## src/rtl/rr_burst_scheduler_pkg.sv

```systemverilog
// Shared definitions for the round-robin burst scheduler: sizes, one-hot FSM
// encoding and a small one-hot helper.
package rr_burst_scheduler_pkg;

    localparam int NSRC   = 4;
    localparam int DEST_W = 2;

    typedef enum logic [4:0] {
        ST_ARB   = 5'b00001,
        ST_POP   = 5'b00010,
        ST_CAP   = 5'b00100,
        ST_PUSH  = 5'b01000,
        ST_STALL = 5'b10000
    } state_e;

    function automatic logic [NSRC-1:0] onehot(input logic [DEST_W-1:0] idx);
        logic [NSRC-1:0] base;
        base = {{(NSRC-1){1'b0}}, 1'b1};
        return base << idx;
    endfunction

endpackage

```

## src/rtl/rr_burst_scheduler_if.sv

```systemverilog
// FIFO-side bundle of the scheduler. The master modport is the scheduler and
// the slave modport is the surrounding FIFO/control logic.
interface rr_burst_scheduler_if
    import rr_burst_scheduler_pkg::*;
#(
    parameter int DW = 10
) ();

    // Handshake: pop_out[i] is a one-cycle strobe that consumes one word from
    // input FIFO i, whose data shows up on data_in one cycle later. push_out[d]
    // is a one-cycle strobe that writes data_out into output d and is only
    // raised while afull_in[d] is low; afull is the only back-pressure.
    logic                 enable;
    logic [NSRC-1:0]      empty_in;
    logic [NSRC-1:0]      afull_in;
    logic [NSRC*DW-1:0]   data_in;
    logic [NSRC-1:0]      pop_out;
    logic [NSRC-1:0]      push_out;
    logic [DW-1:0]        data_out;
    logic [DEST_W-1:0]    sel_out;
    logic                 idle_out;
    state_e               state_dbg;

    modport master (
        input  enable, empty_in, afull_in, data_in,
        output pop_out, push_out, data_out, sel_out, idle_out, state_dbg
    );

    modport slave (
        output enable, empty_in, afull_in, data_in,
        input  pop_out, push_out, data_out, sel_out, idle_out, state_dbg
    );

endinterface

```

## src/rtl/rr_burst_scheduler_pick.sv

```systemverilog
// Rotating priority encoder: picks the first requester at or above ptr_i,
// wrapping modulo four.
module rr_burst_scheduler_pick
    import rr_burst_scheduler_pkg::*;
(
    input  logic [NSRC-1:0]   req_i,
    input  logic [DEST_W-1:0] ptr_i,
    output logic [DEST_W-1:0] gnt_o,
    output logic              any_o
);

    logic [DEST_W-1:0] idx;

    // Walk from the farthest offset down so the closest requester wins last.
    always_comb begin
        gnt_o = ptr_i;
        idx   = ptr_i;
        for (int i = NSRC - 1; i >= 0; i--) begin
            idx = ptr_i + DEST_W'(i);
            if (req_i[idx]) begin
                gnt_o = idx;
            end
        end
    end

    assign any_o = |req_i;

endmodule

```

## src/rtl/rr_burst_scheduler.sv

```systemverilog
// Round-robin burst scheduler moving words from four input FIFOs to four
// output FIFOs selected by the top two bits of each word.
module rr_burst_scheduler
    import rr_burst_scheduler_pkg::*;
#(
    parameter int DW    = 10,
    parameter int BURST = 4
) (
    input  logic                  clk,
    input  logic                  reset,
    rr_burst_scheduler_if.master  bus
);

    localparam logic [3:0] BURST_L = 4'(BURST);

    state_e            state_q, state_d;
    logic [DEST_W-1:0] rr_ptr_q, rr_ptr_d;
    logic [3:0]        burst_q, burst_d;
    logic [DEST_W-1:0] sel_q, sel_d;
    logic [DW-1:0]     hold_q, hold_d;
    logic [NSRC-1:0]   pop_q, pop_d;
    logic [NSRC-1:0]   push_q, push_d;
    logic [DW-1:0]     dout_q, dout_d;
    logic              idle_q, idle_d;

    logic [NSRC-1:0]   req;
    logic [DEST_W-1:0] gnt;
    logic              any;
    logic [DW-1:0]     heads [NSRC];
    logic [DW-1:0]     head;
    logic [DEST_W-1:0] head_dest;
    logic [DEST_W-1:0] hold_dest;
    logic              burst_more;

    for (genvar i = 0; i < NSRC; i++) begin : g_head
        assign heads[i] = bus.data_in[i*DW +: DW];
    end

    assign req        = bus.enable ? ~bus.empty_in : '0;
    assign head       = heads[sel_q];
    assign head_dest  = head[DW-1 -: DEST_W];
    assign hold_dest  = hold_q[DW-1 -: DEST_W];
    assign burst_more = bus.enable && !bus.empty_in[sel_q] && (burst_q < BURST_L);

    rr_burst_scheduler_pick u_rr_pick (
        .req_i (req),
        .ptr_i (rr_ptr_q),
        .gnt_o (gnt),
        .any_o (any)
    );

    // Outputs are computed one state ahead so every port is a flop.
    always_comb begin
        state_d  = state_q;
        rr_ptr_d = rr_ptr_q;
        burst_d  = burst_q;
        sel_d    = sel_q;
        hold_d   = hold_q;
        pop_d    = '0;
        push_d   = '0;
        dout_d   = dout_q;
        idle_d   = 1'b0;
        unique case (state_q)
            ST_ARB: begin
                if (any) begin
                    sel_d   = gnt;
                    pop_d   = onehot(gnt);
                    state_d = ST_POP;
                end else begin
                    idle_d  = 1'b1;
                end
            end
            ST_POP: begin
                state_d = ST_CAP;
            end
            ST_CAP: begin
                hold_d = head;
                if (!bus.afull_in[head_dest]) begin
                    push_d  = onehot(head_dest);
                    dout_d  = head;
                    burst_d = burst_q + 4'd1;
                    state_d = ST_PUSH;
                end else begin
                    state_d = ST_STALL;
                end
            end
            ST_STALL: begin
                if (!bus.afull_in[hold_dest]) begin
                    push_d  = onehot(hold_dest);
                    dout_d  = hold_q;
                    burst_d = burst_q + 4'd1;
                    state_d = ST_PUSH;
                end
            end
            ST_PUSH: begin
                if (burst_more) begin
                    pop_d   = onehot(sel_q);
                    state_d = ST_POP;
                end else begin
                    rr_ptr_d = sel_q + 2'd1;
                    burst_d  = '0;
                    idle_d   = 1'b1;
                    state_d  = ST_ARB;
                end
            end
            default: begin
                idle_d  = 1'b1;
                state_d = ST_ARB;
            end
        endcase
    end

    // An asynchronous reset discards any word sitting in the hold register.
    always_ff @(posedge clk or negedge reset) begin
        if (!reset) begin
            state_q  <= ST_ARB;
            rr_ptr_q <= '0;
            burst_q  <= '0;
            sel_q    <= '0;
            hold_q   <= '0;
            pop_q    <= '0;
            push_q   <= '0;
            dout_q   <= '0;
            idle_q   <= 1'b1;
        end else begin
            state_q  <= state_d;
            rr_ptr_q <= rr_ptr_d;
            burst_q  <= burst_d;
            sel_q    <= sel_d;
            hold_q   <= hold_d;
            pop_q    <= pop_d;
            push_q   <= push_d;
            dout_q   <= dout_d;
            idle_q   <= idle_d;
        end
    end

    assign bus.pop_out   = pop_q;
    assign bus.push_out  = push_q;
    assign bus.data_out  = dout_q;
    assign bus.sel_out   = sel_q;
    assign bus.idle_out  = idle_q;
    assign bus.state_dbg = state_q;

endmodule

```

## src/flat_wrapper.sv

```systemverilog
// flat-port wrapper written by rule: the top's interface ports become plain ports
module rr_burst_scheduler_flat import rr_burst_scheduler_pkg::*;
#(
    parameter int DW    = 10,
    parameter int BURST = 4
)
  (clk, reset, bus_enable, bus_empty_in, bus_afull_in, bus_data_in, bus_pop_out, bus_push_out, bus_data_out, bus_sel_out, bus_idle_out, bus_state_dbg);
  rr_burst_scheduler_if #(.DW(DW)) bus_i ();
  input  logic clk;
  input  logic reset;
  input wire logic [$bits(bus_i.enable)-1:0] bus_enable;
  input wire logic [$bits(bus_i.empty_in)-1:0] bus_empty_in;
  input wire logic [$bits(bus_i.afull_in)-1:0] bus_afull_in;
  input wire logic [$bits(bus_i.data_in)-1:0] bus_data_in;
  output wire logic [$bits(bus_i.pop_out)-1:0] bus_pop_out;
  output wire logic [$bits(bus_i.push_out)-1:0] bus_push_out;
  output wire logic [$bits(bus_i.data_out)-1:0] bus_data_out;
  output wire logic [$bits(bus_i.sel_out)-1:0] bus_sel_out;
  output wire logic [$bits(bus_i.idle_out)-1:0] bus_idle_out;
  output wire logic [$bits(bus_i.state_dbg)-1:0] bus_state_dbg;
  assign bus_i.enable = bus_enable;
  assign bus_i.empty_in = bus_empty_in;
  assign bus_i.afull_in = bus_afull_in;
  assign bus_i.data_in = bus_data_in;
  assign bus_pop_out = bus_i.pop_out;
  assign bus_push_out = bus_i.push_out;
  assign bus_data_out = bus_i.data_out;
  assign bus_sel_out = bus_i.sel_out;
  assign bus_idle_out = bus_i.idle_out;
  assign bus_state_dbg = bus_i.state_dbg;
  rr_burst_scheduler #(.DW(DW), .BURST(BURST)) u_core (.clk(clk), .reset(reset), .bus(bus_i));
endmodule
```

## config.mk

```make
export PLATFORM = sky130hd
export DESIGN_NAME = rr_burst_scheduler_flat
export DESIGN_NICKNAME = d
export VERILOG_FILES = /design/src/rtl/rr_burst_scheduler_pkg.sv /design/src/rtl/rr_burst_scheduler_if.sv /design/src/rtl/rr_burst_scheduler_pick.sv /design/src/rtl/rr_burst_scheduler.sv /design/src/flat_wrapper.sv
export SDC_FILE = /design/constraint.sdc
export NUM_CORES = 1
export LEC_CHECK = 0
export BUFFER_PORTS_ARGS = -buffer_cell sky130_fd_sc_hd__buf_2
export CORE_MARGIN = 1
export CORE_UTILIZATION = 30
export CTS_BUF_LIST = sky130_fd_sc_hd__clkbuf_4
export DETAILED_ROUTE_END_ITERATION = 8
export PLACE_DENSITY = 0.6
export SYNTH_ARGS = -nofsm -noshare
export SYNTH_HDL_FRONTEND = slang
export SYNTH_SLANG_ARGS = --single-unit
```

## constraint.sdc

```tcl
create_clock -name clk -period 7.1 [get_ports clk]
set_clock_uncertainty 0.15 [all_clocks]
set_input_delay 0 -clock clk [delete_from_list [all_inputs] [get_ports clk]]
set_output_delay 0 -clock clk [all_outputs]
set_load 0.01 [all_outputs]
```

==> results of run 1 <==
-- flip-flops by register name (all words and copies together) (netlist names) --
signal                count
u_core.bus.push_out       4
u_core.rr_ptr_q           2
u_core.bus.pop_out        4
u_core.bus.state_dbg      5
u_core.bus.sel_out        2
u_core.burst_q            4
u_core.bus.data_out      10
u_core.bus.idle_out       1
u_core.hold_q            10
-- per-stage QoR --
step / cells / power, W / util [%] / instance area, um2 / worst slack (ns)
final: 436 / 0.000945 / 40.6 / 3140 / 3.68
after global routing: 436 / 0.00102 / 40.6 / 3140 / 3.46
after CTS: 436 / 0.000953 / 40.6 / 3140 / 3.61
after detailed placement: 405 / 0.000781 / 36.9 / 2850 / 3.61
after global placement: 405 / 0.000766 / 36.9 / 2850 / 3.72
after floorplan: 236 / 0.000666 / - / 2390 / 4.43
-- power groups by stage --
stage,clock network [W],registers [W],logic (W)
floorplan,0,0.000384,0.000282
global placement,0,0.000406,0.000360
detailed placement,0,0.000410,0.000370
CTS,0.000130,0.000406,0.000417
global route,0.000139,0.000421,0.000462
finish,0.000127,0.000402,0.000416
-- metal layers --
layer / vias to the layer above / part of all wire, %
li1: 1033 / -
met4: 0 / 1.7
met5: - / 0
met1: 1077 / 47
met3: 10 / 4.5
met2: 78 / 47
-- layout by cell type, fill, tap and decap left out, types with 4 or more instances in the layout --
cell type	Yosys	routed
buf_2	0	76
nand2_1	64	64
dfrtp_1	40	40
dlygate4sd3_1	0	23
mux4_2	12	12
mux2_2	12	12
nor2_1	11	11
a21oi_1	9	9
o21ai_0	9	9
nand2b_1	6	6
inv_1	6	6
clkbuf_4	0	6
nor2b_1	5	5
ha_1	5	5
nor3_1	4	4
-- final timing paths --
check                                                       start                                   to  slack [ns]  cells past startpoint
worst max-delay path            u_core.bus.sel_out[0]$_DFFE_PN0P_   u_core.bus.data_out[6]$_DFFE_PN0P_        3.68                      5
worst min-delay path                              bus_data_in[34]   u_core.bus.data_out[4]$_DFFE_PN0P_        0.04                      5
worst max register to register  u_core.bus.sel_out[0]$_DFFE_PN0P_   u_core.bus.data_out[6]$_DFFE_PN0P_        3.68                      5
worst min register to register       u_core.hold_q[5]$_DFFE_PN0N_         u_core.hold_q[5]$_DFFE_PN0N_        0.34                      2
max in group asynchronous                                   reset  u_core.bus.state_dbg[2]$_DFFE_PN0P_        6.01                      2
min in group asynchronous                                   reset   u_core.bus.data_out[7]$_DFFE_PN0P_        0.16                      2
-- cells by family after synthesis --
group / synth area share (%)
mux: 17.6
xor+xnor: 0.367
simple gates: 19.9
compound gates: 12.6
buf+inv: 2.83
flops: 44.1
fa+ha+maj: 2.62
-- worst max-delay path, cell delays in order (launching register included) --
cell	delay (ns)
dfrtp_1	0.92
mux4_2	0.67
mux2_4	0.34
o221a_4	0.31
nor2_2	0.53
mux2_2	0.41
-- what timing repair did --
action	4_1_cts	5_1_grt
hold buffers	23	0
setup endpoints to repair	0	0
endpoints found under the hold margin	54	0
-- area by class of cell --
class / instances / area (um2)
Timing Repair Buffer: 99 / 611
Clock buffer: 6 / 45.0
Multi-Input combinational cell: 179 / 1270
Fill cell: 771 / 4590
Tap cell: 102 / 128
Inverter: 6 / 22.5
Clock inverter: 2 / 13.8
Sequential cell: 42 / 1050
==> flow_summary.ini, run 1 <==
[clocking]
cts.path.max_buffers = 2
path_clk_slew_ns = 0.14
clk_latency_ns = 0.36
cts_tree = built
cts-resized-gates = 0
cts.sinks = 42
cts_setup_buffers = 0
clockRootBuffer = clkbuf_4
cts.htree.levels = 2
cts_buffers = 5

[drt]
routedWlPerCell_um = 14.4
firstDrtPassIters = 4
via_per_inst = 5.04
drt_iter0_markers = 139
wl_um = 6260
ant_nets = 0
drc = 0
via_count = 2198

[power_and_ir_drop]
p_seq_share_pct = 42.5
p_sw_share_pct = 38.0
peakVddDrop_uv = 120
internal_power_w = 0.000586
comb_power_share_pct = 44.0
power_switching_w = 0.000359
p_per_area_nw_per_um2 = 301
p_leak_nw = 1.53
p_clk_share_pct = 13.4

[synthesis]
synth_edf_count = 0
synthesis.area_um2 = 2390
yosysWarnings = 0
yosysMostFrequentCell = nand2_1
netlist.area_leader.share_pct = 41.9
synth_seq_cells = 42
synth_top_area_cell = dfrtp_1
synthTopCellsByCount = nand2_1 (64), dfrtp_1 (40), mux2_2 (12), mux4_2 (12), nor2_1 (11)
synth_fp_nets = 292
avgSynthCellArea_um2 = 10.1
yosys-top-cells-area = dfrtp_1 (42%), mux4_2 (11%), nand2_1 (10%)
async_flop_share_pct = 100
synthCells = 236
synth_cell_types = 45
synthFlopType = dfrtp_1
yosysSeqAreaShare_pct = 44.1

[run]
cap_violations = 0

[sta]
min_period_ns = 3.42
period_share_pct = 48.2
rsz0062_at_grt = false
slew_violations = 0
fmax_mhz = 292
setup_tns_ns = 0
hold_viol = 0
slew_headroom_pct = 35.9
setup_viol = 0
hold_ws_ns = 0.0357
tightest_slew_ns = 0.962

[grt]
antenna_found_initial = 0
grtUsageTotal_pct = 15.9
grt_use_met3_pct = 3.10
grt_util_met2_pct = 25.5
grt_max_degree = 43
grt_busiest_layer = met2
grt_pass1_wl_um = 10600
overflow = 0
grtUsageMet1_pct = 21.7
grt_pass1_vias = 2181

[die]
core_um2 = 7730
dieWidth_um = 91.2
dieArea_um2 = 8320
dieHeight_um = 91.2
start_util_pct = 30.9
ioPinCount = 77
rows = 32

[finish]
final_nets = 389
num_antenna_cells = 0
syn_to_final_growth_pct = 31.5
drive_above_1_share_pct = 35.0

[worst_setup_path]
cp.arrival_ns = 3.54
critPathMaxFanout = 17
critPathCaptureType = flop
path_class = flop to flop
critPathRequiredTime_ns = 7.21
critical_path.startpoint_type = flop

[placement]
dp_hpwl_um = 4410
place_congestion = 0.814
numPortBuffers = 76

[run_status]
status = finished, final reports clean

[min_path]
hold_class = input port to flop
Note: power is estimated with default switching activity, not from simulation.
==> run 2, diff against run 1 <==
Clock period 7.1 ns to 3.3 ns, I/O delays scaled along.
==> flow_summary.ini, run 2 (synthesis gave the netlist of run 1 again) <==
[placement]
dp_cells = 407
numPortBuffers = 76
place_congestion = 0.808
placed_area_um2 = 2870
dp_hpwl_um = 4380
pre_cts_slack_ns = 0.290

[clocking]
cts_buffers = 5
cts-resized-gates = 0
clk_latency_ns = 0.37
cts_setup_buffers = 0
clockRootBuffer = clkbuf_4
cts.sinks = 42
cts.htree.levels = 2
holdBufCountCts = 22
cts_tree = built
cts.path.max_buffers = 2
path_clk_slew_ns = 0.14

[drt]
drc = 0
routedWlPerCell_um = 14.1
wl_um = 6150
via_per_inst = 5.00
drt_iter0_markers = 141
via_count = 2183
ant_nets = 0
firstDrtPassIters = 4

[power_and_ir_drop]
peakVddDrop_uv = 243
p_clk_share_pct = 16.2
p_leak_nw = 1.55
internal_power_w = 0.00134
p_per_area_nw_per_um2 = 672
p_sw_share_pct = 37.1
comb_power_share_pct = 45.3
p_seq_share_pct = 38.4
power_switching_w = 0.000788

[die]
core_um2 = 7730
dieWidth_um = 91.2
ioPinCount = 77
dieHeight_um = 91.2
rows = 32
start_util_pct = 30.9
dieArea_um2 = 8320

[sta]
setup_tns_ns = 0
hold_ws_ns = 0.0230
tightest_slew_ns = 0.955
slew_headroom_pct = 36.3
period_share_pct = 91.1
fin_ws_ns = 0.293
setup_viol = 0
rsz0062_at_grt = false
min_period_ns = 3.01
slew_violations = 0
fmax_mhz = 333
hold_viol = 0

[worst_setup_path]
critical_path.startpoint_type = flop
critPathCaptureType = flop
critPathMaxFanout = 13
cp.arrival_ns = 3.12
critPathRequiredTime_ns = 3.41
path_class = flop to flop

[run_status]
status = finished, final reports clean

[grt]
antenna_found_initial = 0
grt_max_degree = 43
grtUsageTotal_pct = 15.6
overflow = 0
grt_pass1_wl_um = 10100
grt_pass1_vias = 2036

[finish]
multi_input_area_um2 = 1270
drive_above_1_share_pct = 35.5
finish.instance_area_um2 = 3170
syn_to_final_growth_pct = 32.7
final_nets = 390
layout_common_cells = buf_2 (76), nand2_1 (64), dfrtp_1 (40)
num_antenna_cells = 0
fin_cells = 437
layout.cells.most_common = buf_2
regArea_um2 = 1050
final.fill_count = 771

[run]
cap_violations = 0

[min_path]
hold_class = input port to flop
==> run 2: cell count changes in the layout (fill, tap and decap cells not counted), sizes merged <==
cell,before,now
buf,76,78
dlygate4sd3,23,22
bufinv,0,1
clkbuf,6,5
inv,6,7
clkinv,2,1
==> run 2: critical path, cell delays in order (launching register included) <==
cell and delay, ns:
dfrtp_1 0.57, mux4_2 0.62, mux2_4 0.34, o221a_4 0.31, nor2_2 0.50, mux2_2 0.40
==> run 2: area by class of cell <==
type	count	share of cell area, %
clock buffer	5	1.19
clock inverter	3	1.38
tap	102	4.03
timing repair buffer	100	19.4
multi-input combinational	179	40.0
sequential	42	33.3
inverter	6	0.711
==> run 2: power by group through the flow <==
stage          registers [W]  clock network, W  logic [W]
2_1_floorplan       0.000825                 0   0.000607
3_3_place_gp        0.000827                 0   0.000850
3_5_place_dp        0.000831                 0   0.000866
4_1_cts             0.000820          0.000351   0.000962
5_1_grt             0.000848          0.000376    0.00106
6_report            0.000817          0.000346   0.000964
==> run 2: stage by stage <==
stage / util (%) / total power [W]
final: 41.0 / 0.00213
after global routing: 41.0 / 0.00228
after CTS: 41.0 / 0.00213
after detailed placement: 37.1 / 0.00170
after global placement: 37.1 / 0.00168
after floorplan: - / 0.00143
==> run 2: final timing paths <==
path	from	slack [ns]	end	depth (start not counted)
max in group asynchronous	reset	2.25	u_core.bus.pop_out[3]$_DFF_PN0_	2
hold / removal	bus_empty_in[0]	0.02	u_core.bus.pop_out[0]$_DFF_PN0_	4
hold reg to reg	u_core.hold_q[0]$_DFFE_PN0N_	0.34	u_core.hold_q[0]$_DFFE_PN0N_	2
min in group asynchronous	reset	0.15	u_core.bus.push_out[0]$_DFF_PN0_	2
setup reg to reg	u_core.bus.sel_out[0]$_DFFE_PN0P_	0.29	u_core.bus.data_out[1]$_DFFE_PN0P_	5
setup / recovery	u_core.bus.sel_out[0]$_DFFE_PN0P_	0.29	u_core.bus.data_out[1]$_DFFE_PN0P_	5
==> run 2: metal layers <==
layer | global-route usage (%) | routed length, um | vias up
met2 | 24.6 | 2860 | 85
met5 | 0 | 0 | -
met1 | 21.2 | 2810 | 1058
met4 | 5.16 | 86 | 0
li1 | - | - | 1034
met3 | 3.52 | 398 | 6
==> run 3, diff against run 2 <==
Settings changed: BUFFER_PORTS_ARGS -buffer_cell sky130_fd_sc_hd__buf_2 to unset, DONT_BUFFER_PORTS set to 1, PLACE_DENSITY 0.6 to 0.52.
==> flow_summary.ini, run 3 (synthesis gave the netlist of run 1 again) <==
[worst_setup_path]
cp.arrival_ns = 3.08
worst_path_max_delay_cell = mux4_2
path_class = flop to flop
critPathCaptureType = flop
critPathMaxFanout = 13
path_cells = mux4_2 > mux2_4 > o221a_4 > nor2_2 > mux2_2
critical_path.startpoint_type = flop
critPathLaunch = u_core.bus.sel_out[0]$_DFFE_PN0P_
cp_slowest_stage_delay_ns = 0.61
critPathRequiredTime_ns = 3.38
r2r_start = u_core.bus.sel_out[0]$_DFFE_PN0P_

[grt]
antenna_found_initial = 4
grt_max_degree = 31
overflow = 0
grtUsageTotal_pct = 15.7
grt_pass1_vias = 1884
grt_pass1_wl_um = 10100

[min_path]
hp-start = bus_data_in[8]
hold_class = input port to flop

[placement]
dp_cells = 332
numPortBuffers = 0
place_congestion = 0.731
dp_hpwl_um = 4420
pre_cts_slack_ns = 0.298

[drt]
routedWlPerCell_um = 16.8
wl_um = 6200
drt_iter0_markers = 121
ant_nets = 0
firstDrtPassIters = 4
via_per_inst = 5.14
via_count = 1903
drc = 0

[power_and_ir_drop]
peakVddDrop_uv = 295
p_seq_share_pct = 42.6
p_leak_nw = 1.27
power_switching_w = 0.000737
power_w = 0.00202
p_per_area_nw_per_um2 = 701
p_clk_share_pct = 15.8
comb_power_share_pct = 41.7
internal_power_w = 0.00129
p_sw_share_pct = 36.4

[die]
dieArea_um2 = 8320
ioPinCount = 77
dieWidth_um = 91.2
start_util_pct = 30.9
dieHeight_um = 91.2
core_um2 = 7730
rows = 32

[clocking]
clk_latency_ns = 0.34
cts.sinks = 42
cts_tree = built
cts_buffers = 5
path_clk_slew_ns = 0.13
cts.htree.levels = 2
cts_setup_buffers = 0
cts-resized-gates = 0
holdBufCountCts = 29
clockRootBuffer = clkbuf_4
cts.path.max_buffers = 2

[sta]
min_period_ns = 3.00
slew_violations = 0
setup_tns_ns = 0
setup_viol = 0
fmax_mhz = 333
tightest_slew_ns = 0.682
rsz0062_at_grt = false
fin_ws_ns = 0.296
period_share_pct = 91.0
hold_viol = 0
slew_headroom_pct = 54.5

[finish]
final_nets = 322
layout.cells.most_common = nand2_1
layout_common_cells = nand2_1 (64), dfrtp_1 (40), dlygate4sd3_1 (27)
syn_to_final_growth_pct = 20.9
fin_cells = 370
final.fill_count = 762
drive_above_1_share_pct = 16.5

[run]
cap_violations = 0

[run_status]
status = finished, final reports clean
[run 3: layout make-up]
class,count,area [um2],area share (%)
Antenna cell,2,5.00,0.173
Clock buffer,5,37.5,1.30
Clock inverter,2,33.8,1.17
Inverter,6,22.5,0.780
Multi-Input combinational cell,179,1270,43.9
Sequential cell,42,1050,36.5
Tap cell,102,128,4.42
Timing Repair Buffer,32,340,11.8
[run 3: power by group through the flow]
stage / clock network, W / logic, W / registers, W
after floorplan: 0 / 0.000607 / 0.000825
after global placement: 0 / 0.000710 / 0.000872
after global routing: 0.000351 / 0.000945 / 0.000888
after detailed placement: 0 / 0.000713 / 0.000876
final: 0.000319 / 0.000843 / 0.000861
after CTS: 0.000333 / 0.000847 / 0.000865
[run 3: critical path: cells and delay by family (launching register included)]
family / cells / cell delay [ns]
AND/OR/NAND/NOR: 1 / 0.53
flip-flops: 1 / 0.56
AO/OA/AOI/OAI: 1 / 0.31
multiplexers: 3 / 1.35
[run 3: per-stage QoR]
step           area [um2]  hold WS (ns)  utilization, %
2_1_floorplan        2390        -0.446               -
3_3_place_gp         2490        -0.444            32.3
4_1_cts              2880       0.00573            37.3
6_report             2890        0.0385            37.4
5_1_grt              2890        0.0250            37.4
3_5_place_dp         2490        -0.444            32.3
[run 3: per-layer routing]
| layer | routed length (um) | GRT usage (%) | vias up |
|---|---|---|---|
| met3 | 470 | 5.19 | 8 |
| met1 | 2580 | 19.2 | 918 |
| met2 | 3040 | 26.1 | 67 |
| met5 | 13 | 0 | - |
| li1 | - | - | 908 |
| met4 | 93 | 5.29 | 2 |
[run 3: path summary, 6_finish.rpt]
path | cells after the start | end | slack [ns]
max | 5 | u_core.bus.data_out[2]$_DFFE_PN0P_ | 0.30
min | 3 | u_core.bus.push_out[3]$_DFF_PN0_ | 0.04
max reg2reg | 5 | u_core.bus.data_out[2]$_DFFE_PN0P_ | 0.30
min reg2reg | 2 | u_core.hold_q[2]$_DFFE_PN0N_ | 0.33
max in group asynchronous | 4 | u_core.bus.data_out[3]$_DFFE_PN0P_ | 2.16
min in group asynchronous | 3 | u_core.bus.pop_out[0]$_DFF_PN0_ | 0.50
